===== src/rtl/chrono_ctrl.sv =====
// Run-control sequencer for the stopwatch digit chain: button edges, preset load, tick prescaler, done/blink.
// Optional feature macro: CHRONO_DONE_TIMEOUT_EN (automatic DONE -> IDLE after DONE_TICKS prescaler wraps).
module chrono_ctrl #(
    parameter int TICK_DIV   = 50000000,
    parameter int DONE_TICKS = 10
) (
    input  logic       CLK,
    input  logic       RST,
    input  logic       BTN_START,
    input  logic       BTN_CLEAR,
    input  logic [5:0] SEL,
    input  logic       ZERO,
    output logic       LOAD,
    output logic [2:0] PRESET,
    output logic       CLR,
    output logic       TICK,
    output logic       RUNNING,
    output logic       DONE,
    output logic       BLINK,
    output logic       SEL_ERR
);

    localparam int PW = (TICK_DIV > 1) ? $clog2(TICK_DIV) : 1;
    localparam logic [PW-1:0] PS_MAX = PW'(TICK_DIV - 1);

    typedef enum logic [1:0] {
        S_IDLE,
        S_RUN,
        S_PAUSE,
        S_DONE
    } state_t;

    state_t        state_q, state_d;
    logic [PW-1:0] ps_q, ps_d;
    logic [2:0]    preset_q, preset_d;
    logic          blink_q, blink_d;
    logic          start_q, clear_q;

    logic          clr_edge, start_edge;
    logic          sel_onehot;
    logic [2:0]    sel_enc;
    logic          ps_wrap;
    logic [PW-1:0] ps_inc;
    logic          timeout;
    logic          load, clr, tick, sel_err;

    // A simultaneous clear edge swallows the start edge.
    assign clr_edge   = BTN_CLEAR & ~clear_q;
    assign start_edge = BTN_START & ~start_q & ~clr_edge;

    assign sel_onehot = (SEL != 6'd0) && ((SEL & (SEL - 6'd1)) == 6'd0);

    always_comb begin
        sel_enc = 3'd0;
        for (int i = 0; i < 6; i++) begin
            if (SEL[i]) sel_enc = 3'(i);
        end
    end

    assign ps_wrap = (ps_q == PS_MAX);
    assign ps_inc  = ps_wrap ? '0 : ps_q + PW'(1);

`ifdef CHRONO_DONE_TIMEOUT_EN
    localparam int WW = (DONE_TICKS > 1) ? $clog2(DONE_TICKS + 1) : 1;

    logic [WW-1:0] wraps_q, wraps_d;

    // Wrap counter only advances inside DONE; it is already zero on entry.
    assign wraps_d = (state_q != S_DONE) ? '0 : (ps_wrap ? wraps_q + WW'(1) : wraps_q);
    assign timeout = (state_q == S_DONE) && ps_wrap && (wraps_q == WW'(DONE_TICKS - 1));

    always_ff @(posedge CLK) begin
        if (RST) begin
            wraps_q <= '0;
        end else begin
            wraps_q <= wraps_d;
        end
    end
`else
    assign timeout = 1'b0 & (DONE_TICKS != 0);
`endif

    always_comb begin
        state_d  = state_q;
        ps_d     = ps_q;
        preset_d = preset_q;
        blink_d  = blink_q;
        load     = 1'b0;
        clr      = 1'b0;
        tick     = 1'b0;
        sel_err  = 1'b0;
        case (state_q)
            S_IDLE: begin
                if (clr_edge) begin
                    clr = 1'b1;
                end else if (start_edge) begin
                    if (sel_onehot) begin
                        load     = 1'b1;
                        preset_d = sel_enc;
                        ps_d     = '0;
                        state_d  = S_RUN;
                    end else begin
                        sel_err = 1'b1;
                    end
                end
            end
            S_RUN: begin
                // The pausing cycle still counts as a RUN cycle, so pause/resume stays exact.
                ps_d = ps_inc;
                tick = ps_wrap & ~ZERO;
                if (clr_edge) begin
                    clr     = 1'b1;
                    state_d = S_IDLE;
                end else if (ZERO) begin
                    blink_d = 1'b0;
                    state_d = S_DONE;
                end else if (start_edge) begin
                    state_d = S_PAUSE;
                end
            end
            S_PAUSE: begin
                if (clr_edge) begin
                    clr     = 1'b1;
                    state_d = S_IDLE;
                end else if (start_edge) begin
                    state_d = S_RUN;
                end
            end
            S_DONE: begin
                ps_d = ps_inc;
                if (ps_wrap) blink_d = ~blink_q;
                if (clr_edge || start_edge || timeout) begin
                    clr     = 1'b1;
                    state_d = S_IDLE;
                end
            end
            default: state_d = S_IDLE;
        endcase
    end

    always_ff @(posedge CLK) begin
        if (RST) begin
            state_q  <= S_IDLE;
            ps_q     <= '0;
            preset_q <= 3'd0;
            blink_q  <= 1'b0;
            start_q  <= 1'b1;
            clear_q  <= 1'b1;
        end else begin
            state_q  <= state_d;
            ps_q     <= ps_d;
            preset_q <= preset_d;
            blink_q  <= blink_d;
            start_q  <= BTN_START;
            clear_q  <= BTN_CLEAR;
        end
    end

    // Strobes are masked while RST is high so reset itself never loads or clears the chain.
    assign LOAD    = load & ~RST;
    assign CLR     = clr & ~RST;
    assign TICK    = tick & ~RST;
    assign SEL_ERR = sel_err & ~RST;
    assign PRESET  = LOAD ? sel_enc : preset_q;
    assign RUNNING = (state_q == S_RUN);
    assign DONE    = (state_q == S_DONE);
    assign BLINK   = (state_q == S_DONE) & blink_q;

endmodule


===== config.mk =====
export PLATFORM = sky130hd
export DESIGN_NAME = chrono_ctrl
export DESIGN_NICKNAME = d
export VERILOG_FILES = /design/src/rtl/chrono_ctrl.sv
export SDC_FILE = /design/constraint.sdc
export NUM_CORES = 1
export LEC_CHECK = 0
export CORE_ASPECT_RATIO = 0.6
export CORE_MARGIN = 2
export CORE_UTILIZATION = 30
export DETAILED_ROUTE_END_ITERATION = 10
export PLACE_DENSITY = 0.47
export REMOVE_ABC_BUFFERS = 1
export SLEW_MARGIN = 10
export SYNTH_ARGS = -nofsm -noshare
export SYNTH_HDL_FRONTEND = slang
export SYNTH_SLANG_ARGS = --single-unit

===== constraint.sdc =====
create_clock -name CLK -period 5.8 [get_ports CLK]
set_clock_uncertainty 0.15 [all_clocks]
set_input_delay 0.87 -clock CLK [delete_from_list [all_inputs] [get_ports CLK]]
set_output_delay 0.87 -clock CLK [all_outputs]
set_load 0.1 [all_outputs]

==> results of run 1 <==
[power by group through the flow]
stage	registers, uW	logic, uW	clock network (uW)
2_1_floorplan	240	18.1	0
3_3_place_gp	240	35.1	0
3_5_place_dp	240	34.8	0
4_1_cts	235	34.9	255
5_1_grt	235	37.8	269
6_report	235	34.9	250
[worst max-delay path by stage]
stage                     cells after the start  slack, ps      end
after global routing                          6       1210  SEL_ERR
after CTS                                     6       1340  SEL_ERR
final                                         6       1340  SEL_ERR
after floorplan                               4        380     LOAD
after global placement                        6       1390  SEL_ERR
after detailed placement                      6       1350  SEL_ERR
[layer usage]
metal,vias up,GRT usage
li1,990,-
met1,855,0.2375
met2,52,0.1856
met3,5,0.03189
met4,0,0.04219
met5,-,0
[cells by family after synthesis]
kind of cell	count (synthesis)	share of synthesized area
buffers and inverters	24	0.06517
and+or+nand+nor	117	0.3216
adders and majority gates	1	0.006089
xor gates and xnor gates	6	0.02558
AOI/OAI and AO/OA	66	0.2284
muxes	4	0.02192
DFF	34	0.3313
[state kept, by name (all words and copies together) (netlist names)]
name      count
ps_q         26
preset_q      3
state_q       2
blink_q       1
clear_q       1
start_q       1
[layout make-up]
class | count | area, um^2
Tap cell | 87 | 108.9
Inverter | 11 | 41.29
Multi-Input combinational cell | 194 | 1240
Fill cell | 681 | 4239
Sequential cell | 34 | 680.7
Clock buffer | 7 | 132.6
Timing Repair Buffer | 22 | 205.2
[cell usage after synthesis (all sizes together) (6+ instances only)]
| cell | n |
|---|---|
| nand2 | 17 |
| clkbuf | 7 |
| nor4 | 18 |
| buf | 6 |
| a31oi | 7 |
| nand4 | 6 |
| and3 | 8 |
| o311a | 6 |
| xor2 | 6 |
| a221o | 6 |
| nor3 | 8 |
| nand3 | 9 |
| nor2b | 6 |
| a22o | 6 |
| nor2 | 20 |
| a21oi | 11 |
| o21ai | 17 |
| dfxtp | 34 |
| inv | 11 |
[cells in the final DEF, fill, tap and decap left out, types with 2 or more instances in the layout]
master,synthesis,routed
a211o_1,2,2
a21oi_1,11,11
a221o_1,5,5
a221oi_1,2,2
a22o_1,6,6
a31oi_1,7,7
a32oi_1,2,2
and3_1,5,5
and3_2,3,3
and4_2,2,2
buf_4,1,6
clkbuf_1,5,2
clkbuf_16,0,5
clkdlybuf4s50_1,0,16
dfxtp_1,34,34
inv_1,11,11
mux2_2,4,4
nand2_1,16,16
nand2b_1,5,5
nand3_1,9,9
nand3b_1,2,2
nand4_1,6,6
nor2_1,20,20
nor2b_1,6,6
nor3_1,8,8
nor4_1,18,18
o21a_1,2,2
o21ai_0,16,16
o311a_1,4,4
o311a_2,2,2
or2_2,5,5
or3_1,3,3
or4_1,2,2
xor2_1,6,6
[through the flow]
step	area [um^2]	hold slack, ps	cells	utilization
finish	2409	333.5	355	0.3623
global route	2409	358.8	355	0.3623
CTS	2409	328.2	355	0.3623
detailed placement	2276	320.9	348	0.3424
global placement	2276	307.5	348	0.3424
floorplan	1962	288.7	239	-
[worst reg2reg max path, stage by stage, from the launching register on]
cell and delay, ps:
dfxtp_1 380, ha_1 200, and3_1 230, nand2_1 340
o311a_1 460, buf_4 240, and3_2 240, a221o_2 290
==> summary.md, run 1 <==
| Metric | Value |
|---|---|
| Crit path required time | `4780 ps` |
| Worst-path cell chain | `clkdlybuf4s50_1 > nor2b_1 > a221oi_1 > o21ai_0 > nor2_1 > clkdlybuf4s50_1` |
| Worst path buffer plus inverter count | `2` |
| Most numerous cell on the critical path | `clkdlybuf4s50_1` |
| Netlist cell types | `51` |
| Fmax | `0.2243 GHz` |
| Post-synth EDFFs | `0` |
| Antenna-violating nets left | `0` |
| Largest net degree at the start of global routing | `35` |
| Root Buffer | `clkbuf_16` |
| Fin crit period | `4458 ps` |
| Metal2 WL | `1.917 mm` |
| All-Layer GR Usage | `0.1474` |
| I/O Buffers | `20` |
| Worst Slack Setup Final | `1342 ps` |
| Top Metal Used | `met4` |
| Status | `complete, no violations` |
| Final setup vio count | `0` |
| DR vias | `1902` |
| Peak supply drop | `0.1065 mV` |
| DR iter-0 viols | `116` |
| Cell class contributing the biggest share of worst-path delay | `buffers and inverters` |
| Clock group share of total power | `0.481` |
| Power consumption | `520.2 uW` |
| I/O pins | `21` |
| Final Cycle Share | `0.7686` |
| Int Pwr | `404.9 uW` |
| Comb pwr share | `0.067` |
| Worst Tran Pin Value | `974.3 ps` |
| Setup TNS | `0 ps` |
| WHS Path Cells | `2` |
| CTS tree | `yes` |
| Grt ovf | `0` |
| #FFs+latches synth | `34` |
| Worst setup EP type | `output pin` |
| Synth Cell Area | `2054 um^2` |
| WS Path Type | `input pin to output pin` |
| Die height | `68.10 um` |
| Fraction of layout cells with a size suffix above 1 | `0.1194` |
| HP Start | `preset_q[1]` |
| Syn Area/Cell | `8.153 um^2` |
| Commonest register cell after synthesis | `dfxtp_1` |
| Post-detail-place hpwl | `3.723 mm` |
| Antenna cells | `0` |
| Clock-pin slew on the worst setup and hold paths | `50 ps` |
| DP Worst Slack | `1347 ps` |
| Final hold violations | `0` |
| Initial antenna violation count | `0` |
| Worst skew pair latency | `270 ps` |
| Reg power frac | `0.452` |
| Clock buffer depth | `2` |
| Die footprint | `7548 um^2` |
| First-pass GRT wire length | `8.769 mm` |
| Hold buffer count at CTS | `0` |
| Hold EP | `preset_q[1]` |
| FFs w/ async S/R, synth | `0` |
| Arr. time, crit path | `3440 ps` |
| Pleak | `0.0008415 uW` |
| CORE AREA | `6648 um^2` |
| Remaining DRCs | `0` |
| Vias in the first global route | `1667` |
| Reg2reg end | `ps_q[7]` |
| Gpl congestion | `0.7539` |
| Yosys Warn Count | `0` |
| P&R area growth vs syn | `17.24%` |
| WL met1 | `3.070 mm` |
| Maximum capacitance violations | `0` |
| RSZ-0062 raised after global routing | `no` |
| Largest stage delay, worst path | `1140 ps` |
| Register-to-Register Path Depth | `7` |
| Rows | `23` |
| Cells after synthesis | `252` |
| Dominant cell type by area after synthesis | `dfxtp_1` |
| Hold WC Path Type | `flop to flop` |
| Top cells by area, synth | `dfxtp_1 33%, nor4_1 5.5%, o21ai_0 3.9%, nor2_1 3.7%, nand2_1 2.9%` |
| Drt via density | `5.358` |
| R2r startpoint | `ps_q[1]` |
| CTS sink cnt | `34` |
| Crit path max-delay cell type | `clkdlybuf4s50_1` |
| Fin nets | `280` |
| Power per cell area | `216.0 nW/um^2` |
| Wire length per cell | `14.84 um` |
| DR pass1 iterations | `5` |
| H-tree depth | `2` |
| Normalized max-slew margin | `0.3484` |
| Die X-Extent | `110.8 um` |
| CTS resizes | `0` |
| Fin. max-slew vios | `0` |
| R2R setup slack | `3160 ps` |
| Met3 routed WL | `250 um` |
| Post-CTS setup buffer count | `0` |
| Cts bufs inserted | `5` |
| Initial Util | `0.3091` |
| Crit path launch | `SEL[5]` |
| Routed wire length | `5.269 mm` |
| Post-synthesis sequential area ratio | `0.3313` |
| Sw Share | `0.2217` |
| P_sw | `115.3 uW` |
| Top-area cell type share of the netlist area | `0.3313` |
| Worst setup SP type | `input pin` |
| Crit path max fanout | `5` |
No activity file was read; power rests on OpenSTA's default activity.
==> run 2: changes to the inputs <==
- clock period: 5.8 -> 4.6 ns (I/O delays scaled with it)
==> run 2 against run 1 <==
Against the previous run: clock power is 32% higher; combinational power is 23% higher; cell count is 0.56% lower; critical endpoint is now PRESET[1].
==> summary.md, run 2 (synthesis gave the netlist of run 1 again) <==
| Metric | Value |
|---|---|
| Worst skew pair latency | `280 ps` |
| Wire length per cell | `14.92 um` |
| Top Registers | `ps_q x26, preset_q x3, state_q x2` |
| Crit path required time | `3760 ps` |
| CTS tree | `yes` |
| Final hold violations | `0` |
| Post-CTS setup buffer count | `0` |
| DP Worst Slack | `955.0 ps` |
| Final Cycle Share | `0.7889` |
| Max reg flops | `26` |
| Arr. time, crit path | `2790 ps` |
| Antenna cells | `0` |
| Initial Util | `0.3091` |
| Gpl congestion | `0.7719` |
| Hold buffer count at CTS | `0` |
| Largest net degree at the start of global routing | `25` |
| Status | `complete, no violations` |
| Power per cell area | `279.2 nW/um^2` |
| Biggest register | `ps_q` |
| Power consumption | `670.0 uW` |
| Commonest non-fill, non-tap cell in the layout | `dfxtp_1` |
| Fraction of layout cells with a size suffix above 1 | `0.1316` |
| CTS resizes | `0` |
| Clock-pin slew on the worst setup and hold paths | `50 ps` |
| Remaining DRCs | `0` |
| Post-detail-place hpwl | `3.766 mm` |
| Clock buffer depth | `2` |
| Routed wire length | `5.266 mm` |
| Pleak | `0.0008474 uW` |
| Grt ovf | `0` |
| Final setup vio count | `0` |
| P&R area growth vs syn | `16.81%` |
| WS Path Type | `input pin to output pin` |
| Antenna-violating nets left | `0` |
| Worst Tran Pin Value | `987.6 ps` |
| Rows | `23` |
| Die X-Extent | `110.8 um` |
| Fin. max-slew vios | `0` |
| Worst setup SP type | `input pin` |
| CTS sink cnt | `34` |
| Most frequent cells in the layout | `34 x dfxtp_1, 20 x nor2_1, 18 x nor4_1` |
| Root Buffer | `clkbuf_16` |
| Initial antenna violation count | `0` |
| DR pass1 iterations | `4` |
| Vias in the first global route | `1667` |
| H-tree depth | `2` |
| Peak supply drop | `0.1074 mV` |
| Fmax | `0.2756 GHz` |
| Hold WC Path Type | `flop to flop` |
| Die height | `68.10 um` |
| DR iter-0 viols | `106` |
| Die footprint | `7548 um^2` |
| Fin crit period | `3629 ps` |
| I/O pins | `21` |
| I/O Buffers | `20` |
| Fin nets | `279` |
| Maximum capacitance violations | `0` |
| Drt via density | `5.612` |
| Normalized max-slew margin | `0.3395` |
| Worst Slack Setup Final | `970.9 ps` |
| DR vias | `1981` |
| Worst setup EP type | `output pin` |
| Crit path max fanout | `5` |
| All-Layer GR Usage | `0.1436` |
| Cts bufs inserted | `5` |
| CORE AREA | `6648 um^2` |
| First-pass GRT wire length | `8.521 mm` |
| RSZ-0062 raised after global routing | `no` |
-- run 2: cell count changes in the layout (fill, tap and decap cells not counted) --
| cell | before | now |
|---|---|---|
| clkdlybuf4s50_1 | 16 | 13 |
| buf_4 | 6 | 8 |
| clkbuf_1 | 2 | 0 |
| clkbuf_8 | 0 | 1 |
-- run 2: stage by stage --
step / cells / setup TNS, ps / area, um^2 / utilization / hold slack (ps)
CTS: 353 / 0 / 2400 / 0.3610 / 324.2
floorplan: 239 / -984.7 / 1962 / - / 288.7
global placement: 347 / 0 / 2261 / 0.3401 / 320.2
finish: 353 / 0 / 2400 / 0.3610 / 322.8
global route: 353 / 0 / 2400 / 0.3610 / 352.7
detailed placement: 347 / 0 / 2261 / 0.3401 / 315.3
-- run 2: metal layers --
metal  part of all wire  vias up  track usage
met5                  0        -            0
met4             0.0076        0      0.03750
met3              0.052        5      0.03189
met2               0.37       53       0.1810
li1                   -      989            -
met1               0.57      934       0.2321
-- run 2: power breakdown --
| group | internal, uW | switching [uW] |
|---|---|---|
| Combinational | 15.9 | 27.2 |
| Clock | 209 | 121 |
| Sequential | 296 | 0.730 |
| Total | 521 | 149 |
-- run 2: cell type report --
| type | instances | area (um^2) |
|---|---|---|
| fill | 688 | 4248 |
| multi-input combinational | 194 | 1240 |
| sequential | 34 | 680.7 |
| timing repair buffer | 21 | 190.2 |
| clock buffer | 6 | 138.9 |
| tap | 87 | 108.9 |
| inverter | 11 | 41.29 |
-- run 2: final timing paths --
| check | endpoint | from | slack (ps) | cells past startpoint |
|---|---|---|---|---|
| worst max-delay path | PRESET[1] | SEL[3] | 970 | 7 |
| worst min-delay path | preset_q[1] | preset_q[1] | 320 | 2 |
| worst max register to register | ps_q[23] | ps_q[1] | 1720 | 7 |
| worst min register to register | preset_q[1] | preset_q[1] | 320 | 2 |
-- run 2: critical path: stages --
cell,delay (ps)
clkdlybuf4s50_1,540
nor4b_1,250
a221oi_1,100
o21ai_0,460
nand2b_1,200
mux2_2,270
buf_4,280
